--- src/rtl/lsu_pkg.sv ---
// Shared types and helpers for the load/store bus controller: FSM states,
// load/store type encodings and the store lane/alignment functions.
package lsu_pkg;

    typedef enum logic [1:0] {
        S_IDLE = 2'd0,
        S_BUSY = 2'd1,
        S_RESP = 2'd2
    } lsu_state_e;

    localparam logic [2:0] LD_LW  = 3'b111;
    localparam logic [2:0] LD_LBU = 3'b001;
    localparam logic [2:0] LD_LB  = 3'b010;
    localparam logic [2:0] LD_LHU = 3'b011;
    localparam logic [2:0] LD_LH  = 3'b100;

    localparam logic [1:0] ST_SB = 2'b01;
    localparam logic [1:0] ST_SH = 2'b10;
    localparam logic [1:0] ST_SW = 2'b11;

    // Reserved store types drive no lanes, but the bus cycle is still run.
    function automatic logic [3:0] st_byteen(input logic [1:0] st, input logic [1:0] lo);
        case (st)
            ST_SB:   st_byteen = 4'b0001 << lo;
            ST_SH:   st_byteen = lo[1] ? 4'b1100 : 4'b0011;
            ST_SW:   st_byteen = 4'b1111;
            default: st_byteen = 4'b0000;
        endcase
    endfunction

    function automatic logic [31:0] st_wdata(input logic [1:0] st, input logic [31:0] wd);
        case (st)
            ST_SB:   st_wdata = {4{wd[7:0]}};
            ST_SH:   st_wdata = {2{wd[15:0]}};
            default: st_wdata = wd;
        endcase
    endfunction

    function automatic logic is_misaligned(input logic we, input logic [2:0] ld,
                                           input logic [1:0] st, input logic [1:0] lo);
        is_misaligned = 1'b0;
        if (we) begin
            case (st)
                ST_SW:   is_misaligned = (lo != 2'b00);
                ST_SH:   is_misaligned = lo[0];
                default: is_misaligned = 1'b0;
            endcase
        end else begin
            case (ld)
                LD_LW:          is_misaligned = (lo != 2'b00);
                LD_LH, LD_LHU:  is_misaligned = lo[0];
                default:        is_misaligned = 1'b0;
            endcase
        end
    endfunction

endpackage

--- src/rtl/lsu_load_align.sv ---
// Picks the addressed byte/halfword out of a bus read word and extends it
// according to the load type; reserved load types yield zero.
module lsu_load_align
    import lsu_pkg::*;
(
    input  logic [31:0] word,
    input  logic [1:0]  addr_lo,
    input  logic [2:0]  ld_type,
    output logic [31:0] data
);

    logic [7:0]  byte_s;
    logic [15:0] half_s;

    // Lane select followed by zero/sign extension.
    always_comb begin
        byte_s = 8'h00;
        half_s = addr_lo[1] ? word[31:16] : word[15:0];
        case (addr_lo)
            2'd0:    byte_s = word[7:0];
            2'd1:    byte_s = word[15:8];
            2'd2:    byte_s = word[23:16];
            2'd3:    byte_s = word[31:24];
            default: byte_s = 8'h00;
        endcase
        case (ld_type)
            LD_LW:   data = word;
            LD_LBU:  data = {24'h000000, byte_s};
            LD_LB:   data = {{24{byte_s[7]}}, byte_s};
            LD_LHU:  data = {16'h0000, half_s};
            LD_LH:   data = {{16{half_s[15]}}, half_s};
            default: data = 32'h0000_0000;
        endcase
    end

endmodule

--- src/rtl/lsu_bus_ctrl.sv ---
// MEM-stage load/store unit bus controller: alignment check, single
// outstanding bus transfer with timeout, and one-cycle completion pulse.
module lsu_bus_ctrl
    import lsu_pkg::*;
#(
    parameter int unsigned TIMEOUT_CYCLES = 255
) (
    input  logic        clk,
    input  logic        reset_n,
    input  logic        mem_valid,
    input  logic        mem_we,
    input  logic [31:0] mem_addr,
    input  logic [31:0] mem_wdata,
    input  logic [2:0]  mem_ld_type,
    input  logic [1:0]  mem_st_type,
    output logic        mem_stall,
    output logic        mem_rvalid,
    output logic [31:0] mem_rdata,
    output logic        exc_adel,
    output logic        exc_ades,
    output logic        exc_bus,
    output logic        bus_req,
    output logic        bus_we,
    output logic [31:0] bus_addr,
    output logic [3:0]  bus_byteen,
    output logic [31:0] bus_wdata,
    input  logic        bus_ack,
    input  logic [31:0] bus_rdata
);

    localparam logic [7:0] TIMEOUT_LIM = 8'(TIMEOUT_CYCLES);

    lsu_state_e  state_q, state_d;
    logic [7:0]  cnt_q, cnt_d;
    logic [31:0] addr_q, addr_d;
    logic [1:0]  addr_lo_q, addr_lo_d;
    logic        we_q, we_d;
    logic [2:0]  ld_type_q, ld_type_d;
    logic [3:0]  byteen_q, byteen_d;
    logic [31:0] wdata_q, wdata_d;
    logic [31:0] rdata_q, rdata_d;
    logic        exc_bus_q, exc_bus_d;
    logic [31:0] align_s;
    logic        misaligned_s;

    lsu_load_align u_align (
        .word    (bus_rdata),
        .addr_lo (addr_lo_q),
        .ld_type (ld_type_q),
        .data    (align_s)
    );

    // Next-state, request capture, timeout and combinational handshake outputs.
    always_comb begin
        state_d      = state_q;
        cnt_d        = cnt_q;
        addr_d       = addr_q;
        addr_lo_d    = addr_lo_q;
        we_d         = we_q;
        ld_type_d    = ld_type_q;
        byteen_d     = byteen_q;
        wdata_d      = wdata_q;
        rdata_d      = rdata_q;
        exc_bus_d    = exc_bus_q;
        mem_stall    = 1'b0;
        exc_adel     = 1'b0;
        exc_ades     = 1'b0;
        misaligned_s = is_misaligned(mem_we, mem_ld_type, mem_st_type, mem_addr[1:0]);
        case (state_q)
            S_IDLE: begin
                if (mem_valid && misaligned_s) begin
                    exc_adel = ~mem_we;
                    exc_ades = mem_we;
                end else if (mem_valid) begin
                    mem_stall = 1'b1;
                    state_d   = S_BUSY;
                    cnt_d     = 8'd0;
                    addr_d    = {mem_addr[31:2], 2'b00};
                    addr_lo_d = mem_addr[1:0];
                    we_d      = mem_we;
                    ld_type_d = mem_ld_type;
                    byteen_d  = mem_we ? st_byteen(mem_st_type, mem_addr[1:0]) : 4'b1111;
                    wdata_d   = mem_we ? st_wdata(mem_st_type, mem_wdata) : 32'h0000_0000;
                end else begin
                    state_d = S_IDLE;
                end
            end
            S_BUSY: begin
                mem_stall = 1'b1;
                // An ack on the final wait cycle beats the timeout.
                if (bus_ack) begin
                    state_d   = S_RESP;
                    rdata_d   = we_q ? 32'h0000_0000 : align_s;
                    exc_bus_d = 1'b0;
                end else if (cnt_q + 8'd1 == TIMEOUT_LIM) begin
                    state_d   = S_RESP;
                    rdata_d   = 32'h0000_0000;
                    exc_bus_d = 1'b1;
                end else begin
                    cnt_d = cnt_q + 8'd1;
                end
            end
            S_RESP: begin
                state_d   = S_IDLE;
                exc_bus_d = 1'b0;
            end
            default: begin
                state_d = S_IDLE;
            end
        endcase
    end

    // State and datapath registers; async reset abandons any transfer.
    always_ff @(posedge clk or negedge reset_n) begin
        if (!reset_n) begin
            state_q   <= S_IDLE;
            cnt_q     <= 8'd0;
            addr_q    <= 32'h0000_0000;
            addr_lo_q <= 2'b00;
            we_q      <= 1'b0;
            ld_type_q <= 3'b000;
            byteen_q  <= 4'b0000;
            wdata_q   <= 32'h0000_0000;
            rdata_q   <= 32'h0000_0000;
            exc_bus_q <= 1'b0;
        end else begin
            state_q   <= state_d;
            cnt_q     <= cnt_d;
            addr_q    <= addr_d;
            addr_lo_q <= addr_lo_d;
            we_q      <= we_d;
            ld_type_q <= ld_type_d;
            byteen_q  <= byteen_d;
            wdata_q   <= wdata_d;
            rdata_q   <= rdata_d;
            exc_bus_q <= exc_bus_d;
        end
    end

    assign bus_req    = (state_q == S_BUSY);
    assign mem_rvalid = (state_q == S_RESP);
    assign bus_we     = we_q;
    assign bus_addr   = addr_q;
    assign bus_byteen = byteen_q;
    assign bus_wdata  = wdata_q;
    assign mem_rdata  = rdata_q;
    assign exc_bus    = exc_bus_q;

endmodule

--- config.mk ---
export PLATFORM = sky130hd
export DESIGN_NAME = lsu_bus_ctrl
export DESIGN_NICKNAME = d
export VERILOG_FILES = /design/src/rtl/lsu_pkg.sv /design/src/rtl/lsu_load_align.sv /design/src/rtl/lsu_bus_ctrl.sv
export SDC_FILE = /design/constraint.sdc
export NUM_CORES = 1
export LEC_CHECK = 0
export ABC_AREA = 0
export BUFFER_PORTS_ARGS = -buffer_cell sky130_fd_sc_hd__buf_2
export CAP_MARGIN = 20
export CELL_PAD_IN_SITES_DETAIL_PLACEMENT = 2
export CELL_PAD_IN_SITES_GLOBAL_PLACEMENT = 2
export CORE_MARGIN = 3
export CORE_UTILIZATION = 26
export CTS_CLUSTER_DIAMETER = 80
export DETAILED_ROUTE_END_ITERATION = 8
export PLACE_DENSITY = 0.76
export SLEW_MARGIN = 20
export SYNTH_ARGS = -nofsm -noshare
export SYNTH_HDL_FRONTEND = slang
export SYNTH_SLANG_ARGS = --single-unit
--- constraint.sdc ---
create_clock -name clk -period 2 [get_ports clk]
set_input_delay 0.4 -clock clk [delete_from_list [all_inputs] [get_ports clk]]
set_output_delay 0.4 -clock clk [all_outputs]
set_load 0.05 [all_outputs]
==> results.py, run 1 <==
metrics = {
    "drt": {
        "drc_errors": 0,
        "wl_um": 25270,
        "wire_per_inst_um": 21.78,
        "drtIter0Drc": 323,
        "viasPerCell": 5.132,
        "dr_total_vias": 5953,
        "ant_nets": 0,
        "drt_first_pass_iters": 7,
    },
    "placement": {
        "dp_hpwl_um": 17070,
        "io_buffers": 210,
        "dpl_cell_area_um2": 7452,
        "dpl.cell_count": 1103,
        "place_congestion": 0.7716,
    },
    "synth": {
        "synth_top_family_by_area": "compound AO/OA/AOI/OAI gates",
        "synthXorXnorAreaFrac_pct": 0.4541,
        "synth-compound-area-share_pct": 23.94,
        "synthAdderAreaFrac_pct": 2.119,
        "yosys_warnings": 0,
        "synth_cell_types": 61,
        "synthSimpleGateAreaFrac_pct": 15.83,
        "synthesis.area_um2": 5787,
        "syn_avg_cell_area_um2": 9.487,
        "synth-seq-area-share_pct": 49.73,
        "synth_ff_type": "dfrtp_1",
        "synth_mux_area_share_pct": 2.292,
        "synth_enable_flop_cells": 0,
        "synth-async-reset-ratio_pct": 100.0,
        "synth_cells": 610,
        "ys_ff_latch": 115,
    },
    "floorplan": {
        "rows": 53,
        "io_pins": 213,
        "die_h_um": 155.2,
        "core_area_um2": 21420,
        "dieArea_um2": 24080,
        "start_util_pct": 27.02,
        "die-width_um": 155.2,
    },
    "run": {
        "maxCapViolCount": 0,
    },
    "sta": {
        "timing.hold.ws_ns": 0.1684,
        "rsz0062_at_grt": "yes",
        "tightest_slew_ns": 0.6703,
        "setup_viol": 36,
        "finalCritPeriodShare_pct": 109.1,
        "slew_headroom_pct": 55.15,
        "hold_violations": 0,
        "fin_skew_ns": 0.01076,
        "fmax_ghz": 0.4582,
        "final.setup.worst_slack_ns": -0.1826,
        "fin_crit_ns": 2.183,
        "drv_slew": 0,
    },
    "grt": {
        "overflow": 0,
        "grtUsageTotal_pct": 19.34,
        "grt_max_degree": 47,
        "grt_pass1_vias": 6280,
        "grt_antenna_before_repair": 2,
        "grt_pass1_wl_um": 36780,
    },
    "critical_path": {
        "crit_arrival_ns": 1.78,
        "crit_required_ns": 1.60,
        "cp_max_fo": 3,
        "crit_type": "reg -> out",
        "cp-end-kind": "output port",
        "cp-start-kind": "flip-flop",
    },
    "finish": {
        "final_cells": 1160,
        "fin_nets": 986,
        "ff_latch_area_um2": 2879,
        "final_cell_area_um2": 8652,
        "mostFrequentLayoutCells": "buf_2, nand2_1, dfrtp_1",
        "final_util_pct": 40.39,
        "mostFrequentLayoutCell": "buf_2",
        "multiInputGateArea_um2": 2830,
        "drive_above_1_share_pct": 42.08,
        "areaGrowthSynthToFinish_pct": 49.51,
        "fill_cells": 2371,
    },
    "power_and_ir_drop": {
        "leakage_nw": 4.340,
        "peakVddDrop_mv": 0.8298,
        "power_mw": 15.39,
        "power_density_nw_per_um2": 1778,
    },
    "clocking": {
        "cts_max_level": 4,
        "cts_buffers": 17,
        "worstSkewPairLatency_ns": 0.42,
        "root_buffer": "clkbuf_16",
        "cts_sinks": 115,
        "cts_tree": "yes",
        "clk_pin_slew_ns": 0.06,
        "clk_path_buf_depth": 2,
    },
    "worst_hold_path": {
        "hold_class": "in -> reg",
    },
    "outcome": {
        "violations": "setup timing",
        "status": "complete, but fails checks",
    },
}
-- kinds of logic (layout without fill, tap and decap cells) --
kind of cell,Yosys count,in the layout
DFF,115,115
buffers and inverters,72,343
xor gates and xnor gates,3,3
AOI/OAI and AO/OA,195,197
muxes,11,11
adders and majority gates,10,10
other,1,3
and+or+nand+nor,203,203
-- routing by layer --
layer	share of wire (%)	routed length (µm)	global-route usage (%)
met2	51	12780	32.49
met3	6.6	1676	5.981
met1	41	10440	24.53
met5	0.091	23	0
met4	1.4	354	4.419
-- cell usage after synthesis (2+ instances only) --
cell type	count	area (µm²)
nand2_1	144	540.5
a222oi_1	8	80.08
buf_6	3	33.78
nor2b_1	9	56.30
and2_1	2	12.51
inv_1	27	101.4
a21o_1	10	75.07
a32oi_1	8	70.07
o211a_1	2	20.02
ha_1	9	112.6
xor2_1	2	17.52
clkbuf_1	28	105.1
o21ai_0	49	245.2
a22oi_1	10	75.07
mux2i_1	2	20.02
o21bai_1	2	15.01
buf_4	5	37.54
o211ai_1	5	37.54
a221o_1	14	140.1
nand2b_1	3	18.77
mux2_2	8	90.09
nand3_1	12	60.06
nand4_1	6	37.54
a41oi_1	2	17.52
nand3b_1	3	22.52
or3_1	3	18.77
a31oi_1	7	43.79
and3_1	2	12.51
a21boi_0	9	67.56
o21a_1	5	37.54
buf_2	9	45.04
o2bb2ai_1	17	148.9
and3b_1	3	26.28
nor2_1	7	26.28
nor3_1	2	10.01
o22ai_1	3	18.77
o221ai_1	2	17.52
dfrtp_1	115	2878
a21oi_1	31	155.2
-- cell type report --
| cell class | count | area share (%) |
|---|---|---|
| sequential | 115 | 33.28 |
| clock buffer | 18 | 4.960 |
| antenna | 1 | 0.02892 |
| tap | 275 | 3.977 |
| inverter | 27 | 1.171 |
| timing repair buffer | 284 | 21.82 |
| clock inverter | 14 | 2.054 |
| multi-input combinational | 426 | 32.71 |
-- repair_timing --
item,in CTS,in global routing
endpoints found under the setup margin,50,82
pin swaps,6,30
gates resized for setup,16,72
cloned,1,8
hold buffers,1,0
hold endpoints to repair,17,0
buffers inserted,7,7
-- sequential cells by signal, indices dropped and copies added (netlist names) --
register / count
bus_wdata: 32
mem_rdata: 32
bus_addr: 30
cnt_q: 8
bus_byteen: 4
ld_type_q: 3
addr_lo_q: 2
state_q: 2
bus_we: 1
exc_bus: 1
-- path summary, 6_finish.rpt --
path                       slack [ns]  cells after the start    startpoint             to
setup reg to reg                -0.09                     10    state_q[0]  bus_wdata[22]
max in group asynchronous        0.97                      3       reset_n    bus_addr[8]
hold / removal                   0.17                      3  mem_addr[18]   bus_addr[18]
min in group asynchronous        0.42                      2       reset_n  mem_rdata[27]
setup / recovery                -0.18                      7    state_q[0]      mem_stall
hold reg to reg                  0.47                      2  bus_addr[14]   bus_addr[14]
-- worst max-delay path, stage by stage, from the launching register on --
cell and delay, ns:
dfrtp_1 0.41, inv_2 0.10, ha_4 0.16, and3b_2 0.22
nand4_4 0.08, and2_4 0.18, nand2_8 0.06, buf_8 0.14
-- per-stage QoR --
step | setup WS, ns | setup TNS, ns
floorplan | -0.07178 | -0.07178
global placement | -0.08344 | -0.7821
detailed placement | -0.1338 | -5.075
CTS | -0.1638 | -0.3110
global route | -0.2548 | -6.839
finish | -0.1826 | -1.772
-- report_power, final --
group	leakage (nW)	switching (mW)	internal, mW	total, mW
sequential	1.47	0.744	3.27	4.02
clock	0.284	1.24	1.98	3.22
combinational	2.58	5.74	2.42	8.16
(Power assumes the default switching activity.)
==> run 2, diff against run 1 <==
--- a/config.mk
+++ b/config.mk
@@ -6,6 +6,7 @@
 export NUM_CORES = 1
 export LEC_CHECK = 0
 export ABC_AREA = 0
+export ABC_CLOCK_PERIOD_IN_PS = 1950
 export BUFFER_PORTS_ARGS = -buffer_cell sky130_fd_sc_hd__buf_2
 export CAP_MARGIN = 20
 export CELL_PAD_IN_SITES_DETAIL_PLACEMENT = 2
==> constraint.sdc (replaced) <==
create_clock -name clk -period 1.95 [get_ports clk]
set_input_delay 0.39 -clock clk [delete_from_list [all_inputs] [get_ports clk]]
set_output_delay 0.39 -clock clk [all_outputs]
set_load 0.05 [all_outputs]
==> results.py, run 2 (synthesized netlist as in run 1, its figures left out) <==
metrics = {
    "placement": {
        "dp_hpwl_um": 16610,
        "io_buffers": 210,
        "dpl_cell_area_um2": 7457,
        "place_congestion": 0.7947,
        "dpl.cell_count": 1102,
    },
    "sta": {
        "setup_viol": 61,
        "tightest_slew_ns": 0.6158,
        "drv_slew": 0,
        "final.setup.worst_slack_ns": -0.1698,
        "timing.hold.ws_ns": 0.1557,
        "fmax_ghz": 0.4717,
        "fin_skew_ns": 0.01053,
        "hold_violations": 0,
        "fin_crit_ns": 2.120,
        "finalCritPeriodShare_pct": 108.7,
        "slew_headroom_pct": 58.91,
        "rsz0062_at_grt": "yes",
    },
    "clocking": {
        "clk_pin_slew_ns": 0.06,
        "cts_buffers": 17,
        "cts_tree": "yes",
        "root_buffer": "clkbuf_16",
        "cts_max_level": 4,
        "cts_sinks": 115,
        "worstSkewPairLatency_ns": 0.42,
        "clk_path_buf_depth": 2,
    },
    "power_and_ir_drop": {
        "p_seq_share_pct": 25.3,
        "p_sw_mw": 8.028,
        "leakage_nw": 4.490,
        "power_switching_share_pct": 48.95,
        "power_density_nw_per_um2": 1822,
        "peakVddDrop_mv": 0.7289,
        "power_mw": 16.40,
        "p_int_mw": 8.374,
        "combPwrFrac_pct": 53.8,
        "power_frac_clock_pct": 21.0,
    },
    "grt": {
        "grtUsageTotal_pct": 18.80,
        "grt_antenna_before_repair": 3,
        "grt_pass1_wl_um": 35780,
        "grt_pass1_vias": 6241,
        "overflow": 0,
        "grt_max_degree": 39,
    },
    "drt": {
        "ant_nets": 0,
        "drc_errors": 0,
        "dr_total_vias": 5963,
        "wl_um": 25310,
        "viasPerCell": 5.123,
        "drt_first_pass_iters": 5,
        "wire_per_inst_um": 21.74,
        "drtIter0Drc": 241,
    },
    "finish": {
        "fin_nets": 989,
        "fill_cells": 2358,
        "final_cells": 1164,
        "areaGrowthSynthToFinish_pct": 55.55,
        "mostFrequentLayoutCell": "buf_2",
        "final_cell_area_um2": 9001,
        "mostFrequentLayoutCells": "buf_2, nand2_1, dfrtp_1",
        "drive_above_1_share_pct": 46.00,
    },
    "critical_path": {
        "crit_arrival_ns": 2.42,
        "cp-end-kind": "flip-flop",
        "crit_required_ns": 2.25,
        "cp_max_fo": 6,
        "crit_type": "reg -> reg",
        "cp-start-kind": "flip-flop",
    },
    "floorplan": {
        "die-width_um": 155.2,
        "core_area_um2": 21420,
        "dieArea_um2": 24080,
        "start_util_pct": 27.02,
        "io_pins": 213,
        "die_h_um": 155.2,
        "rows": 53,
    },
    "run": {
        "maxCapViolCount": 0,
    },
    "worst_hold_path": {
        "hold_class": "in -> reg",
    },
    "outcome": {
        "violations": "setup timing",
        "status": "complete, but fails checks",
    },
}
-- run 2: changes by cell type in the layout (fill, tap and decap cells not counted), moves of 4 or more --
cell | previous run | this run
o21ai_1 | 19 | 8
o21ai_0 | 30 | 24
o2bb2ai_2 | 12 | 6
nand2_1 | 135 | 127
o21ai_2 | 2 | 18
buf_6 | 6 | 13
buf_4 | 53 | 46
o2bb2ai_1 | 3 | 7
nand2_4 | 0 | 10
-- run 2: final timing paths --
| kind | from | end | slack, ns | depth (start not counted) |
|---|---|---|---|---|
| min in group asynchronous | reset_n | mem_rdata[25] | 0.49 | 2 |
| worst min-delay path | mem_addr[14] | bus_addr[14] | 0.16 | 3 |
| max in group asynchronous | reset_n | bus_wdata[29] | 0.82 | 3 |
| worst min register to register | bus_addr[21] | bus_addr[21] | 0.47 | 2 |
| worst max register to register | cnt_q[0] | mem_rdata[10] | -0.17 | 10 |
| worst max-delay path | cnt_q[0] | mem_rdata[10] | -0.17 | 10 |
-- run 2: metrics by stage --
stage / setup WS [ns] / util, % / TNS, ns
3_3_place_gp: -0.1259 / 34.82 / -2.942
2_1_floorplan: -0.05205 / - / -0.05205
6_report: -0.1698 / 42.02 / -5.664
3_5_place_dp: -0.3025 / 34.82 / -9.462
4_1_cts: -0.2111 / 39.03 / -1.765
5_1_grt: -0.2497 / 42.01 / -10.61
-- run 2: cell type report --
class	instances	area (µm²)	share of cell area, %
multi-input cells	424	3010	33.44
diodes	2	5.005	0.05560
flip-flops and latches	115	2882	32.01
inverters	27	105.1	1.168
clock buffers	21	460.4	5.115
repair buffers	289	2018	22.42
clock inverters	11	176.4	1.960
well taps	275	344.1	3.823
-- run 2: power by group through the flow --
stage	registers (mW)	clock network, mW	logic [mW]
4_1_cts	4.04	3.50	8.07
3_3_place_gp	4.02	0	7.49
6_report	4.14	3.44	8.82
5_1_grt	4.29	3.62	9.36
3_5_place_dp	4.05	0	7.66
2_1_floorplan	7.01	0	2.39
-- run 2: routing by layer --
layer / track usage [%] / wire, µm
met5: 0 / 23
met2: 30.77 / 12640
met1: 24.31 / 10540
met3: 5.786 / 1843
met4: 4.877 / 262
-- run 2: repair_timing --
action | in CTS | in global routing
gates resized for setup | 54 | 96
hold buffers | 1 | 0
cloned | 2 | 9
endpoints found under the setup margin | 54 | 101
setup buffers | 10 | 13
pin swaps | 17 | 25
hold endpoints to repair | 30 | 0
-- run 2: critical path, cell delays in order, from the launching register on --
cell and delay (ns):
dfrtp_1 0.42, buf_6 0.14, ha_4 0.16, buf_4 0.14, inv_2 0.06, o211a_1 0.28, o221a_4 0.28, o21ai_4 0.07
buf_12 0.15, clkbuf_16 0.16, a21o_1 0.15
